**src/rtl/disp_pkg.sv**
```systemverilog
// Shared types and constants for the two-digit multiplexed 7-segment display.
// Segment patterns are active-low, bit 0 = segment a through bit 6 = segment g.
package disp_pkg;

  typedef enum logic [1:0] {
    SHOW_U  = 2'd0,
    BLANK_U = 2'd1,
    SHOW_T  = 2'd2,
    BLANK_T = 2'd3
  } scan_state_t;

  localparam logic [6:0] SEG_OFF = 7'h7F;

  // Entry [d] is the pattern for digit d, so digit 9 leads the concatenation.
  localparam logic [9:0][6:0] SEG_LUT = {
    7'h10, 7'h00, 7'h78, 7'h02, 7'h12,
    7'h19, 7'h30, 7'h24, 7'h79, 7'h40
  };

endpackage

```
**src/rtl/seg7_enc.sv**
```systemverilog
// Combinational digit to active-low 7-segment encoder.
// Codes above 9 have no glyph and drive every segment off.
module seg7_enc
  import disp_pkg::*;
(
  input  logic [3:0] digit,
  output logic [6:0] seg
);

  always_comb begin
    seg = SEG_OFF;
    if (digit <= 4'd9) begin
      seg = SEG_LUT[digit];
    end
  end

endmodule

```
**src/rtl/disp2_scan_ctrl.sv**
```systemverilog
// Two-digit time-multiplexed 7-segment scan controller with a one-entry load slot.
// The shown value changes only at frame boundaries, so a digit pair never mixes two values.
module disp2_scan_ctrl
  import disp_pkg::*;
#(
  parameter int DWELL_CYCLES = 50000,
  parameter int BLANK_CYCLES = 500,
  parameter int LZ_BLANK     = 1
) (
  input  logic       clk,
  input  logic       rst_n,
  input  logic       en,
  input  logic       load_valid,
  input  logic [3:0] load_data,
  output logic       load_ready,
  output logic [6:0] seg,
  output logic       anode0,
  output logic       anode1,
  output logic       frame_done
);

  localparam int CNT_MAX = (DWELL_CYCLES > BLANK_CYCLES) ? DWELL_CYCLES : BLANK_CYCLES;
  localparam int CNT_W   = $clog2(CNT_MAX + 1);
  localparam logic [CNT_W-1:0] DWELL_LAST = CNT_W'(DWELL_CYCLES - 1);
  localparam logic [CNT_W-1:0] BLANK_LAST = CNT_W'(BLANK_CYCLES - 1);

  scan_state_t      state_q, state_d;
  logic [CNT_W-1:0] cnt_q, cnt_d;
  logic [3:0]       disp_val_q, disp_val_d;
  logic [3:0]       pend_val_q, pend_val_d;
  logic             pend_full_q, pend_full_d;

  logic             slot_last;
  logic [3:0]       tens, units, digit;
  logic [6:0]       digit_seg;
  logic             lit;

  // Handshake: a value transfers on any rising edge where load_valid and
  // load_ready are both high; load_ready depends only on the holding slot.
  assign load_ready = ~pend_full_q;

  always_comb begin
    state_d     = state_q;
    cnt_d       = cnt_q;
    disp_val_d  = disp_val_q;
    pend_val_d  = pend_val_q;
    pend_full_d = pend_full_q;
    frame_done  = 1'b0;

    if ((state_q == SHOW_U) || (state_q == SHOW_T)) begin
      slot_last = (cnt_q == DWELL_LAST);
    end else begin
      slot_last = (cnt_q == BLANK_LAST);
    end

    if (load_valid && load_ready) begin
      pend_val_d  = load_data;
      pend_full_d = 1'b1;
    end

    if (en) begin
      if (slot_last) begin
        cnt_d = '0;
        case (state_q)
          SHOW_U:  state_d = BLANK_U;
          BLANK_U: state_d = SHOW_T;
          SHOW_T:  state_d = BLANK_T;
          default: state_d = SHOW_U;
        endcase
        // Frame boundary: the only point where the shown value may change.
        if (state_q == BLANK_T) begin
          frame_done = 1'b1;
          if (pend_full_q) begin
            disp_val_d  = pend_val_q;
            pend_full_d = 1'b0;
          end
        end
      end else begin
        cnt_d = cnt_q + 1'b1;
      end
    end
  end

  always_ff @(posedge clk or negedge rst_n) begin
    if (!rst_n) begin
      state_q     <= SHOW_U;
      cnt_q       <= '0;
      disp_val_q  <= 4'd0;
      pend_val_q  <= 4'd0;
      pend_full_q <= 1'b0;
    end else begin
      state_q     <= state_d;
      cnt_q       <= cnt_d;
      disp_val_q  <= disp_val_d;
      pend_val_q  <= pend_val_d;
      pend_full_q <= pend_full_d;
    end
  end

  always_comb begin
    tens  = {3'b000, (disp_val_q >= 4'd10)};
    units = (disp_val_q >= 4'd10) ? (disp_val_q - 4'd10) : disp_val_q;
    digit = (state_q == SHOW_T) ? tens : units;
  end

  seg7_enc u_seg7_enc (
    .digit (digit),
    .seg   (digit_seg)
  );

  // Reset forces the pins dark straight away instead of waiting for state to settle.
  assign lit = en & rst_n;

  always_comb begin
    seg    = SEG_OFF;
    anode0 = 1'b1;
    anode1 = 1'b1;
    if (lit) begin
      case (state_q)
        SHOW_U: begin
          anode0 = 1'b0;
          seg    = digit_seg;
        end
        SHOW_T: begin
          if (!((LZ_BLANK != 0) && (tens == 4'd0))) begin
            anode1 = 1'b0;
            seg    = digit_seg;
          end
        end
        default: begin
          seg = SEG_OFF;
        end
      endcase
    end
  end

endmodule

```
**config.mk**
```make
export PLATFORM = sky130hd
export DESIGN_NAME = disp2_scan_ctrl
export DESIGN_NICKNAME = d
export VERILOG_FILES = /design/src/rtl/disp_pkg.sv /design/src/rtl/seg7_enc.sv /design/src/rtl/disp2_scan_ctrl.sv
export SDC_FILE = /design/constraint.sdc
export NUM_CORES = 1
export LEC_CHECK = 0
export BUFFER_PORTS_ARGS = -buffer_cell sky130_fd_sc_hd__buf_2
export CELL_PAD_IN_SITES_DETAIL_PLACEMENT = 0
export CELL_PAD_IN_SITES_GLOBAL_PLACEMENT = 1
export CORE_UTILIZATION = 45
export DETAILED_ROUTE_END_ITERATION = 16
export GPL_ROUTABILITY_DRIVEN = 0
export HOLD_SLACK_MARGIN = 0.15
export MAX_ROUTING_LAYER = met4
export PLACE_DENSITY = 0.88
export RECOVER_POWER = 100
export SLEW_MARGIN = 40
export SYNTH_ARGS = -nofsm -noshare
export SYNTH_HDL_FRONTEND = slang
export SYNTH_SLANG_ARGS = --single-unit
```
**constraint.sdc**
```tcl
create_clock -name clk -period 2.5 [get_ports clk]
set_input_delay 0.375 -clock clk [delete_from_list [all_inputs] [get_ports clk]]
set_output_delay 0.375 -clock clk [all_outputs]
set_load 0.01 [all_outputs]
```
==> reports/results.md <==
## Run status
• finished, final reports clean — outcome

## Pwr
• 443 mW/mm2 — Cell Pwr Density
• 394 uV — maximum resistive drop on vdd
• 873 uW — power consumption
• 0.000867 uW — static power due to leakage

## Clock tree
• 3 — cts bufs inserted
• 27 — number of sinks driven by the clock tree
• 270 ps — clock latency on the worst-skew pair
• 0 — hold bufs inserted after CTS
• 90 ps — register clock-pin slew on the reported worst setup and hold paths
• clkbuf_8 — buffer type at the clock tree root
• 2 — Clock Path Buffers
• 1 — number of levels the H-tree was split into
• yes — CTS tree

## Yosys
• dfrtp_1 — most instantiated flip-flop cell in the synthesis netlist
• simple AND/OR/NAND/NOR gates — main combinational cell family by area after synthesis
• 100% — share of synthesized registers carrying an async set or reset
• 40.2% — sequential cell area fraction in the yosys report
• 21.9% — area share of and/or/nand/nor cells after synthesis
• 0.00168 mm2 — Syn Std Cell Area
• 8.19% — area share of fa/ha/maj cells after synthesis
• 40.2% — share of the synthesized area in the top cell type
• 192 — net count after synthesis
• 12.6% — share of the synthesized area in compound gates (AO/OA/AOI/OAI)
• dfrtp_1 (40%), ha_1 (8.2%), mux2_2 (6.0%) — leading cell types by total area after synthesis
• 0 — Yosys Warn Count
• 9.31% — mux contribution to synthesized area
• 173 — synthesized instance count
• 4.69% — xor-xnor portion of the synthesized cell area
• 9.71 um2 — Avg Cell Area, Syn
• dfrtp_1 — area leader, netlist
• 27 — flip-flop and latch count after synthesis
• 0 — number of flops mapped to enable cells by yosys
• 43 — synth unique cells

## Setup path
• state_q[1] — FF-to-FF End
• register to output pin — critical path type
• 410 ps — critical path's largest stage delay
• 7 — crit path max fanout
• dfrtp_1 — crit path max-delay cell type
• 2120 ps — Worst Path Required
• cnt_q[12] — startpoint of the most critical register-to-register path
• inv_2 > ha_4 > mux2i_4 > ha_2 > o22ai_2 > a22oi_2 > o21ai_1 > buf_2 — CP cell instances
• 8 — path length in cells of the critical path
• register — CP startpoint kind
• 4 — number of cell instances on the worst register-to-register path
• 2100 ps — critical path data arrival time
• compound AO/OA/AOI/OAI gates — critical path's top delay family
• 130 ps — Worst R2R Setup Slack
• output pin — Worst setup EP type
• 2 — worst path bufs/invs

## Min path
• pend_val_q[1] — worst min-delay path endpoint
• primary input to register — worst hold path class
• load_data[1] — worst hold start
• 2 — Worst Hold Path Cells

## Detailed routing
• 1348 — vias after detailed routing
• 0 — number of nets still failing antenna checks after routing
• 5.41 — drt via density
• 4 — drt first pass iters
• 0 — remaining routing DRC violations
• 13.7 um — post-DR wirelength/cell
• 3410 um — aggregate routed wire length
• 36 — initial DRC count

## Floorplanning
• 0.00347 mm2 — Core Box Area
• 19 — I/O pin count
• 21 — number of rows created at floorplan
• 48.4% — initial core utilization
• 63.1 um — die height
• 0.00398 mm2 — area of the die
• 63.1 um — DIE WIDTH

## Timing
• 5.57% — max-slew headroom at the worst pin
• 0 — number of hold violations in the final report
• 2480 ps — final period demand of the worst path
• 4.40 ps — maximum clock skew at final layout
• 328 ps — hold slack final
• 1420 ps — transition time of the tightest slew-check pin
• yes — RSZ-0062 raised after global routing
• 0 — Max Transition Viols Final
• 99.1% — final worst-path cycle share
• 0 — number of setup violations in the final report
• 0.404 GHz — Max Clock Freq

## Job
• 0 — Max Cap Viol

## Finish
• 26.6% — share of layout cells above drive strength 1
• 56.8% — Final Util
• 249 — Finished Layout Cells
• 0 — ANT cells
• 0.00197 mm2 — fin area
• 223 — net count reported at finish
• 17.3% — growth of design area from synthesis to finish

## Global route
• 1392 — number of global-route vias before repair
• 6090 um — first-pass GRT wire length
• 28 — pin count of the biggest net entering global routing
• 0 — total congestion overflow after global routing
• 0 — antenna violations before repair
• 19.6% — GRT Overall Usage

## Placed design
• 2540 um — sum of net half-perimeters after detailed placement
• 0.00187 mm2 — Placed Area
• 18 — count of buffers from port buffering
• 241 — Cells after DPL

[power by group]
part	leakage [uW]	switching, uW	internal [uW]
clock	0.0000217	137	113
sequential	0.000341	46.3	476
combinational	0.000504	55.3	44.8
[flip-flops by register name (all words and copies together) (netlist names)]
register     cells
cnt_q           16
disp_val_q       4
pend_val_q       4
state_q          2
pend_full_q      1
[timing repair]
action / CTS / global route
setup buffers: 0 / 4
setup endpoints to repair: 7 / 8
gates resized for setup: 10 / 13
pin swaps: 1 / 8
[placed cells by master, fill, tap and decap left out, types with 7 or more instances in the layout]
cell,instances
mux2_2,9
nand2_1,12
nand3_1,8
nor2_1,12
ha_1,8
inv_1,10
buf_2,15
dfrtp_1,23
o21ai_0,7
buf_4,7
[Yosys cell counts, types with 2 or more instances]
cell / n
a21oi_1: 6
and3_1: 4
clkbuf_1: 3
dfrtp_1: 27
ha_1: 11
inv_1: 11
mux2_2: 9
mux2i_1: 4
nand2_1: 12
nand3_1: 8
nand4_1: 3
nor2_1: 12
nor2b_1: 3
nor3_1: 6
nor4bb_1: 3
o21ai_0: 14
o21bai_1: 3
or3_1: 2
xnor2_1: 6
xor2_1: 3
[area by class of cell]
class	count	area (um2)
clock buffer	3	41.3
clock inverter	1	7.51
inverter	11	41.3
sequential	27	681
fill	319	1500
multi-input combinational	132	987
tap	46	57.6
timing repair buffer	29	155
[cells by family (layout without fill, tap and decap cells)]
family	count (synthesis)	in the layout
muxes	14	14
AOI/OAI and AO/OA	34	34
and+or+nand+nor	64	64
adders and majority gates	11	11
buffers and inverters	14	44
DFF	27	27
xor gates and xnor gates	9	9
[stage by stage]
stage | setup TNS (ps) | worst slack, ps
floorplan | 0 | 114
global placement | 0 | 167
detailed placement | 0 | 18.1
CTS | 0 | 5.01
global route | -942 | -139
finish | 0 | 23.0
[how the worst max path moves through the flow]
stage / endpoint / slack, ps / startpoint
2_1_floorplan: seg[0] / 110 / state_q[0]
3_3_place_gp: seg[3] / 170 / state_q[0]
3_5_place_dp: seg[3] / 20 / state_q[0]
4_1_cts: seg[4] / 5 / disp_val_q[1]
5_1_grt: seg[1] / -140 / state_q[0]
6_report: seg[3] / 20 / state_q[0]
[layer usage]
| metal | vias up | GRT usage, % | share of wire [%] |
|---|---|---|---|
| li1 | 684 | - | - |
| met1 | 639 | 22.6 | 46 |
| met2 | 21 | 34.8 | 50 |
| met3 | 4 | 2.17 | 2.6 |
| met4 | 0 | 7.27 | 1.2 |
| met5 | - | - | 0 |
Note: power is estimated with default switching activity, not from simulation.
